## config.mk

```make
export PLATFORM = sky130hd
export DESIGN_NAME = stopwatch_display_mux
export DESIGN_NICKNAME = d
export VERILOG_FILES = /design/src/rtl/stopwatch_display_mux_pkg.sv /design/src/rtl/stopwatch_display_mux_seg7_decode.sv /design/src/rtl/stopwatch_display_mux.sv
export SDC_FILE = /design/constraint.sdc
export NUM_CORES = 1
export LEC_CHECK = 0
export BUFFER_PORTS_ARGS = -buffer_cell sky130_fd_sc_hd__buf_2
export CAP_MARGIN = 0
export CORE_ASPECT_RATIO = 1.2
export CORE_MARGIN = 10
export CORE_UTILIZATION = 50
export DETAILED_ROUTE_END_ITERATION = 10
export PLACE_DENSITY = 0.82
export SLEW_MARGIN = 15
export SYNTH_ARGS = -nofsm -noshare
export SYNTH_HDL_FRONTEND = slang
export SYNTH_SLANG_ARGS = --single-unit
export TNS_END_PERCENT = 100
```

## constraint.sdc

```tcl
create_clock -name clk -period 6.4 [get_ports clk]
set_input_delay 0.96 -clock clk [delete_from_list [all_inputs] [get_ports clk]]
set_output_delay 0.96 -clock clk [all_outputs]
set_load 0.05 [all_outputs]
```

## src/rtl/stopwatch_display_mux_pkg.sv

```systemverilog
// -----------------------------------------------------------------------------
// stopwatch_display_mux_pkg
// Shared constants for the stopwatch seven-segment display multiplexer:
//   - active-low segment patterns {g,f,e,d,c,b,a} for digits 0-9, dash, blank
//   - scan-index values for each of the four display positions
//   - largest legal counter value (anything above shows as dashes)
// -----------------------------------------------------------------------------
package stopwatch_display_mux_pkg;

    localparam logic [6:0] SEG_0     = 7'b1000000;
    localparam logic [6:0] SEG_1     = 7'b1111001;
    localparam logic [6:0] SEG_2     = 7'b0100100;
    localparam logic [6:0] SEG_3     = 7'b0110000;
    localparam logic [6:0] SEG_4     = 7'b0011001;
    localparam logic [6:0] SEG_5     = 7'b0010010;
    localparam logic [6:0] SEG_6     = 7'b0000010;
    localparam logic [6:0] SEG_7     = 7'b1111000;
    localparam logic [6:0] SEG_8     = 7'b0000000;
    localparam logic [6:0] SEG_9     = 7'b0010000;
    localparam logic [6:0] SEG_DASH  = 7'b0111111;
    localparam logic [6:0] SEG_BLANK = 7'b1111111;

    localparam logic [1:0] IDX_SEC_ONES = 2'd0;
    localparam logic [1:0] IDX_SEC_TENS = 2'd1;
    localparam logic [1:0] IDX_MIN_ONES = 2'd2;
    localparam logic [1:0] IDX_MIN_TENS = 2'd3;

    localparam int SW_MAX_VAL = 59;

endpackage

```

## src/rtl/stopwatch_display_mux_seg7_decode.sv

```systemverilog
// -----------------------------------------------------------------------------
// seg7_decode
// Combinational BCD digit to active-low seven-segment pattern.
// Ports:
//   i_bcd   [3:0]  BCD digit 0-9 (10-15 decode to blank)
//   i_dash         1 = show a dash regardless of i_bcd
//   o_seg   [6:0]  segments {g,f,e,d,c,b,a}, active-low
// -----------------------------------------------------------------------------
module seg7_decode
    import stopwatch_display_mux_pkg::*;
(
    input  logic [3:0] i_bcd,
    input  logic       i_dash,
    output logic [6:0] o_seg
);

    always_comb begin
        o_seg = SEG_BLANK;
        if (i_dash) begin
            o_seg = SEG_DASH;
        end else begin
            case (i_bcd)
                4'd0:    o_seg = SEG_0;
                4'd1:    o_seg = SEG_1;
                4'd2:    o_seg = SEG_2;
                4'd3:    o_seg = SEG_3;
                4'd4:    o_seg = SEG_4;
                4'd5:    o_seg = SEG_5;
                4'd6:    o_seg = SEG_6;
                4'd7:    o_seg = SEG_7;
                4'd8:    o_seg = SEG_8;
                4'd9:    o_seg = SEG_9;
                default: o_seg = SEG_BLANK;
            endcase
        end
    end

endmodule

```

## src/rtl/stopwatch_display_mux.sv

```systemverilog
// -----------------------------------------------------------------------------
// stopwatch_display_mux
// Converts the binary seconds/minutes counts to decimal digits and scans them
// onto a 4-digit common-anode seven-segment display (MM.SS, with the decimal
// point of the minutes-ones digit standing in for a colon). In adjust mode the
// selected field blinks.
// Ports:
//   clk          system clock
//   rst          asynchronous reset, active-low
//   scan_tick    one-cycle pulse, advances the digit scan
//   blink_tick   one-cycle pulse, toggles the blink phase
//   adj          1 = adjust mode (blinking enabled)
//   sel          field that blinks: 0 = seconds, 1 = minutes
//   sec_val[5:0] seconds count, binary
//   min_val[5:0] minutes count, binary
//   an[3:0]      digit anodes, active-low
//   seg[6:0]     segments {g,f,e,d,c,b,a}, active-low
//   dp           decimal point, active-low
// -----------------------------------------------------------------------------
module stopwatch_display_mux
    import stopwatch_display_mux_pkg::*;
#(
    parameter int NUM_DIGITS = 4,
    parameter int MAX_VAL    = SW_MAX_VAL
) (
    input  logic                  clk,
    input  logic                  rst,
    input  logic                  scan_tick,
    input  logic                  blink_tick,
    input  logic                  adj,
    input  logic                  sel,
    input  logic [5:0]            sec_val,
    input  logic [5:0]            min_val,
    output logic [NUM_DIGITS-1:0] an,
    output logic [6:0]            seg,
    output logic                  dp
);

    localparam logic [5:0]            MAX6   = 6'(MAX_VAL);
    localparam logic [NUM_DIGITS-1:0] AN_OFF = '1;

    // Compare/subtract chain; valid for v <= 59, tens never exceeds 5.
    function automatic logic [7:0] bin2bcd(input logic [5:0] v);
        logic [5:0] r;
        logic [3:0] t;
        r = v;
        t = 4'd0;
        if (r >= 6'd50) begin
            t = 4'd5; r = r - 6'd50;
        end else if (r >= 6'd40) begin
            t = 4'd4; r = r - 6'd40;
        end else if (r >= 6'd30) begin
            t = 4'd3; r = r - 6'd30;
        end else if (r >= 6'd20) begin
            t = 4'd2; r = r - 6'd20;
        end else if (r >= 6'd10) begin
            t = 4'd1; r = r - 6'd10;
        end
        return {t, 4'(r)};
    endfunction

    logic [1:0]            r_idx;
    logic                  r_phase;
    logic [5:0]            r_sec_snap;
    logic [5:0]            r_min_snap;
    logic [NUM_DIGITS-1:0] r_an;
    logic [6:0]            r_seg;
    logic                  r_dp;

    logic [1:0]            w_idx_nxt;
    logic                  w_phase_nxt;
    logic                  w_wrap;
    logic                  w_is_min;
    logic [7:0]            w_sec_bcd;
    logic [7:0]            w_min_bcd;
    logic [7:0]            w_field_bcd;
    logic [3:0]            w_digit;
    logic                  w_dash;
    logic                  w_blank;
    logic [6:0]            w_seg;
    logic [NUM_DIGITS-1:0] w_an_on;

    assign w_idx_nxt   = scan_tick ? (r_idx + 2'd1) : r_idx;
    assign w_phase_nxt = r_phase ^ blink_tick;
    assign w_wrap      = scan_tick && (r_idx == IDX_MIN_TENS);

    // Index bit 1 selects the minutes field, bit 0 the tens digit.
    assign w_is_min    = w_idx_nxt[1];
    assign w_sec_bcd   = bin2bcd(r_sec_snap);
    assign w_min_bcd   = bin2bcd(r_min_snap);
    assign w_field_bcd = w_is_min ? w_min_bcd : w_sec_bcd;
    assign w_digit     = w_idx_nxt[0] ? w_field_bcd[7:4] : w_field_bcd[3:0];
    assign w_dash      = w_is_min ? (r_min_snap > MAX6) : (r_sec_snap > MAX6);
    assign w_blank     = adj && w_phase_nxt && (sel == w_is_min);
    assign w_an_on     = ~(NUM_DIGITS'(1) << w_idx_nxt);

    seg7_decode u_seg7_decode (
        .i_bcd  (w_digit),
        .i_dash (w_dash),
        .o_seg  (w_seg)
    );

    // The output register is loaded from the upcoming index and blink phase,
    // but from the snapshot as it stands before this edge. On the wrap edge
    // the index-0 digit therefore still belongs to the frame being finished,
    // so every frame (indices 1,2,3,0) comes from a single snapshot.
    always_ff @(posedge clk or negedge rst) begin
        if (!rst) begin
            r_idx      <= IDX_SEC_ONES;
            r_phase    <= 1'b0;
            r_sec_snap <= 6'd0;
            r_min_snap <= 6'd0;
            r_an       <= AN_OFF;
            r_seg      <= SEG_BLANK;
            r_dp       <= 1'b1;
        end else begin
            r_idx   <= w_idx_nxt;
            r_phase <= w_phase_nxt;
            if (w_wrap) begin
                r_sec_snap <= sec_val;
                r_min_snap <= min_val;
            end
            if (scan_tick) begin
                if (w_blank) begin
                    r_an  <= AN_OFF;
                    r_seg <= SEG_BLANK;
                    r_dp  <= 1'b1;
                end else begin
                    r_an  <= w_an_on;
                    r_seg <= w_seg;
                    r_dp  <= (w_idx_nxt != IDX_MIN_ONES);
                end
            end
        end
    end

    assign an  = r_an;
    assign seg = r_seg;
    assign dp  = r_dp;

endmodule

```

==> impl_results.md, run 1 <==
- Maximum fanout along the worst path: 8
- Post-synthesis net count: 279
- Post-CTS Resized: 0
- Number of I/O port buffers: 29
- Slew margin rel.: 54.8%
- Setup TNS: 0 ns
- Startpoint Class: flip-flop
- Area leader, netlist: dfrtp_1
- Register bit total from synthesis: 26
- DR pass1 iterations: 4
- Synth top area share: 16.6%
- Post-DP HPWL: 3.83 mm
- Final period util: 50.4%
- Post-Synthesis Cells: 241
- Nets: 301
- CP Cell Sequence: inv_1 -> ha_1 -> a2111o_1 -> a21oi_2 -> o2bb2ai_1 -> o221ai_1 -> a21boi_1 -> inv_1 -> ha_1 -> a2111o_1 -> o221a_2
- H-Tree Depth: 1
- Seq/Total Area, Yosys: 29.4%
- Post-CTS setup buffers: 0
- DRC violations left: 0
- Final min period: 3.22 ns
- Die Height: 93.7 um
- Synth cell types: 64
- Initial DRC Count: 86
- EDFF count, synth: 0
- Root Driver: clkbuf_8
- Site Rows: 26
- Required @ worst endpoint: 6.62 ns
- CTS sink count: 26
- Ant diodes: 0
- Maximum number of pins on one net before global-route repair: 27
- Core Box Area: 0.00433 mm2
- Vias: 1,921
- Area Overhead vs Synth: 9.07%
- Routed wire per std cell: 15.9 um
- Largest delay share family, worst path: compound AO/OA/AOI/OAI gates
- Buffers plus inverters on the worst setup path: 2
- Main area contributors after synthesis: dfrtp_1, dfstp_2, ha_1, mux2_2, nor2_1
- Syn avg cell area: 9.39 um2
- Asr flop ratio synth: 100%
- Top-count cell post-synth: nor2_1
- CTS clk-pin slew, worst paths: 0.10 ns
- IO Pins: 30
- Worst skew pair latency: 0.29 ns
- CTS tree: built
- CTS max path bufs: 2
- Fmax: 310 MHz
- RSZ-0062 raised after global routing: no
- Die ar.: 0.00763 mm2
- Post-synthesis cell area: 0.00226 mm2
- Post-route ant nets: 0
- Gr usage total: 13.5%
- Max Cap Viol: 0
- Final setup vio count: 0
- Setup crit end kind: flip-flop
- Final non-filler cell area: 0.00247 mm2
- Min-delay worst type: flip-flop to flip-flop
- Post-Route Skew: 0.00686 ns
- Initial core utilization: 52.3%
- Outcome: finished clean
- Final Wtd Congestion: 0.898
- Fin. max-slew vios: 0
- Total gr overflow: 0
- Post-DP Area: 0.00240 mm2
- First-pass GRT wire length: 8.57 mm
- Crit path DAT: 3.45 ns
- Ys Warns: 0
- Layout cells sized above 1: 27.1%
- Final Hold Viols: 0
- Initial antenna violation count: 0
- Most frequent cells after synthesis: nor2_1, ha_1, dfrtp_1
- Final wirelength: 5.06 mm
- Fill count: 390
- Die X: 81.4 um
- CP max stage delay: 0.51 ns
- Worst slew pin tran: 0.671 ns
- Routed vias/inst: 6.04
- Synth Flop Type: dfrtp_1
- Crit-path slowest cell: dfrtp_1
- Crit path kind: flip-flop to flip-flop
- Total CTS buffers: 3
- Vias in the first global route: 1,900
- CTS Hold Bufs: 0
==> worst reg2reg max path, cell delays in order (launching register included) <==
cell       delay (ns)
dfrtp_1          0.51
inv_1            0.18
ha_1             0.25
a2111o_1         0.48
a21oi_2          0.18
o2bb2ai_1        0.14
o221ai_1         0.19
a21boi_1         0.43
inv_1            0.09
ha_1             0.22
a2111o_1         0.36
o221a_2          0.12
==> area by class of cell <==
cell class,instances,area [um2],area share [%]
clock buffers,3,41.3,1.67
clock inverters,1,30.0,1.22
inverters,14,52.6,2.13
multi-input cells,189,1470,59.4
flip-flops and latches,26,664,26.9
repair buffers,29,145,5.88
well taps,56,70.1,2.84
==> cell usage in the layout (no fill, tap or decap), types with 3 or more instances in the layout <==
cell type and instances:
clkbuf_8 3, buf_2 29, a31oi_1 7, ha_1 20
or2_1 3, mux2i_1 5, a21oi_1 8, nor3_1 3
mux2_2 12, nand3_1 7, o211ai_1 3, dfstp_2 11
inv_1 12, dfrtp_1 15, nor2b_1 3, nand2_1 14
xnor2_1 5, o21ai_0 12, nand3b_1 6, nand2b_1 6
nor2_1 22, and3_1 3
==> state kept, by name, summed over array words and instances (netlist names) <==
signal	cells
r_phase	1
r_idx	2
r_sec_snap	6
r_min_snap	6
seg	7
an	4
==> kinds of logic (layout without fill, tap and decap cells) <==
group / after synthesis / after routing / share of synthesized area (%)
muxes: 18 / 18 / 9.18
AOI/OAI and AO/OA: 67 / 67 / 23.3
adders and majority gates: 20 / 20 / 11.1
buffers and inverters: 26 / 47 / 5.91
DFF: 26 / 26 / 29.4
xor gates and xnor gates: 7 / 7 / 3.04
and+or+nand+nor: 77 / 77 / 18.2
==> final timing paths <==
kind / from / to / slack, ns / depth (start not counted)
worst min-delay path: r_phase$_DFF_PN0_ / r_phase$_DFF_PN0_ / 0.47 / 1
worst min register to register: r_phase$_DFF_PN0_ / r_phase$_DFF_PN0_ / 0.47 / 1
worst max register to register: r_min_snap[2]$_DFFE_PN0P_ / seg[6]$_DFFE_PN1P_ / 3.18 / 11
min in group asynchronous: rst / r_phase$_DFF_PN0_ / 0.65 / 1
worst max-delay path: r_min_snap[2]$_DFFE_PN0P_ / seg[6]$_DFFE_PN1P_ / 3.18 / 11
max in group asynchronous: rst / r_sec_snap[1]$_DFFE_PN0P_ / 5.36 / 1
==> layer usage <==
| metal | part of all wire (%) | global-route usage [%] | vias to the layer above | wire length [um] |
|---|---|---|---|---|
| met4 | 1.2 | 4.05 | 0 | 61 |
| met5 | 0 | 0 | - | 0 |
| met1 | 43 | 16.5 | 929 | 2190 |
| li1 | - | - | 924 | - |
| met3 | 7.3 | 3.07 | 7 | 368 |
| met2 | 48 | 22.8 | 61 | 2450 |
==> metrics by stage <==
step / setup WS [ns] / utilization, % / hold WS, ns / cells
floorplan: 3.41 / - / 0.432 / 241
global placement: 3.09 / 55.4 / 0.444 / 314
detailed placement: 3.03 / 55.4 / 0.459 / 314
CTS: 3.20 / 57.1 / 0.477 / 318
global route: 3.00 / 57.1 / 0.497 / 318
finish: 3.18 / 57.1 / 0.471 / 318
Power of run 1 is left out: the tool's default activity adds up to more than one toggle a clock period on the data nets, which glitch-free logic cannot reach.
==> run 2: changes to the inputs <==
==> constraint.sdc (replaced) <==
create_clock -name clk -period 3.3 [get_ports clk]
set_input_delay 0.495 -clock clk [delete_from_list [all_inputs] [get_ports clk]]
set_output_delay 0.495 -clock clk [all_outputs]
set_load 0.05 [all_outputs]
==> impl_results.md, run 2 (synthesis gave the netlist of run 1 again) <==
- Outcome: finished clean
- CP most frequent cell: ha_1
- Post-Route Skew: 0.00781 ns (+0.000956 ns)
- Setup crit end kind: flip-flop
- IO Pins: 30 (unchanged)
- Root Driver: clkbuf_8
- Max FFs per register: 7 (unchanged)
- Crit path kind: flip-flop to flip-flop
- CTS sink count: 26 (unchanged)
- Most frequent cells in the layout: buf_2, nor2_1, ha_1
- Initial core utilization: 52.3% (unchanged)
- First-pass GRT wire length: 9.01 mm (+5.2%)
- Initial antenna violation count: 0 (unchanged)
- Total gr overflow: 0 (unchanged)
- Die X: 81.4 um (unchanged)
- DR pass1 iterations: 4 (unchanged)
- Crit-path slowest cell: dfrtp_1
- Number of I/O port buffers: 29 (unchanged)
- Die Height: 93.7 um (unchanged)
- Setup TNS: 0 ns (unchanged)
- Vias: 1,933 (+0.62%)
- CP Cell Sequence: inv_1 -> ha_1 -> nand4bb_1 -> o21ai_2 -> or2_1 -> a221o_1 -> a311o_2 -> ha_1 -> a2111o_1 -> o221a_2
- Worst r2r src: r_min_snap[3]$_DFFE_PN0P_
- Worst skew pair latency: 0.28 ns (about the same)
- Min-delay worst type: primary input to asynchronous set/reset pin
- Worst R2R Path Depth: 10 (-1)
- Register area: 664 um2 (unchanged)
- Final period util: 91.3% (+41 points)
- Largest delay share family, worst path: compound AO/OA/AOI/OAI gates
- Initial DRC Count: 43 (-50%)
- R2r setup slk: 0.29 ns (-2.89 ns)
- Ant diodes: 0 (unchanged)
- RSZ-0062 raised after global routing: no
- Buffers plus inverters on the worst setup path: 1 (-1)
- Final wirelength: 5.19 mm (+2.4%)
- Fin. max-slew vios: 0 (unchanged)
- Most common cell after layout, fill and taps aside: buf_2
- M1 wire length: 2.27 mm (+3.7%)
- Crit path DAT: 3.22 ns (-0.23 ns)
- Post-CTS setup buffers: 0 (unchanged)
- Final Wtd Congestion: 0.958 (+6.7%)
- Routed wire per std cell: 16.2 um (+1.5%)
- Required @ worst endpoint: 3.51 ns (-3.11 ns)
- Final setup vio count: 0 (unchanged)
- Layout cells sized above 1: 27.5% (+0.45 points)
- Die ar.: 0.00763 mm2 (unchanged)
- WHS: 0.198 ns (-0.273 ns)
- CTS Hold Bufs: 0 (unchanged)
- Post-DP HPWL: 3.88 mm (+1.1%)
- Startpoint Class: flip-flop
- Post-route ant nets: 0 (unchanged)
- Nets: 304 (+1.0%)
- CTS clk-pin slew, worst paths: 0.10 ns (about the same)
- Gr usage total: 14.2% (+0.70 points)
- Site Rows: 26 (unchanged)
- Maximum fanout along the worst path: 12 (+4)
- DRC violations left: 0 (unchanged)
- Routed wire length on met3: 364 um (-1.1%)
- Vias in the first global route: 1,946 (+2.4%)
- Routed vias/inst: 6.02 (-0.32%)
- Total CTS buffers: 3 (unchanged)
- Final min period: 3.01 ns (-0.212 ns)
- CTS max path bufs: 2 (unchanged)
- Worst slew pin tran: 0.754 ns (+0.0838 ns)
- CP max stage delay: 0.61 ns (+0.10 ns)
- Area of the multi-input gates: 0.00147 mm2 (unchanged)
- Highest metal used: met4
- Fmax: 332 MHz (+7.0%)
- Slew margin rel.: 49.2% (-5.6 points)
- Max Cap Viol: 0 (unchanged)
- H-Tree Depth: 1 (unchanged)
- Met2 routed WL: 2.44 mm (about the same)
- CTS tree: built
- Core Box Area: 0.00433 mm2 (unchanged)
- Post-CTS Resized: 0 (unchanged)
- Area Overhead vs Synth: 8.90%
- RR Endpoint: seg[6]$_DFFE_PN1P_
- Fill count: 380 (-2.6%)
- Final Hold Viols: 0 (unchanged)
- Maximum number of pins on one net before global-route repair: 27 (unchanged)
[run 2: worst max-delay path by stage]
stage	startpoint	end	slack (ns)	cells past startpoint
after floorplan	r_min_snap[2]$_DFFE_PN0P_	seg[6]$_DFFE_PN1P_	0.53	11
after global placement	scan_tick	seg[6]$_DFFE_PN1P_	0.43	8
after detailed placement	scan_tick	seg[6]$_DFFE_PN1P_	0.37	8
after CTS	r_min_snap[3]$_DFFE_PN0P_	seg[6]$_DFFE_PN1P_	0.31	10
after global routing	r_sec_snap[1]$_DFFE_PN0P_	seg[6]$_DFFE_PN1P_	0.17	9
final	r_min_snap[3]$_DFFE_PN0P_	seg[6]$_DFFE_PN1P_	0.29	10
[run 2: worst register-to-register path, delay by kind of cell (launching register included)]
kind	cells	cell delay, ns
simple gates	2	0.38
buf+inv	1	0.15
fa+ha+maj	2	0.44
compound gates	5	1.37
flops	1	0.61
[run 2: through the flow]
| step | setup WS [ns] | instance area [um2] | utilization (%) | cells |
|---|---|---|---|---|
| 6_report | 0.287 | 2460 | 57.0 | 321 |
| 5_1_grt | 0.165 | 2460 | 57.0 | 321 |
| 4_1_cts | 0.313 | 2460 | 57.0 | 321 |
| 3_5_place_dp | 0.368 | 2420 | 55.9 | 317 |
| 3_3_place_gp | 0.430 | 2420 | 55.9 | 317 |
| 2_1_floorplan | 0.528 | 2260 | - | 241 |
[run 2: metal layers]
metal | vias up | track usage, %
met3 | 11 | 3.74
met4 | 0 | 5.35
met5 | - | 0
met1 | 930 | 17.4
met2 | 60 | 23.0
li1 | 932 | -
[run 2: cell type report]
type | count | area share, %
inverter | 14 | 2.13
sequential | 26 | 27.0
clock buffer | 4 | 1.83
tap | 56 | 2.84
timing repair buffer | 32 | 6.80
multi-input combinational | 189 | 59.4
Power of run 2 is left out for the same reason.
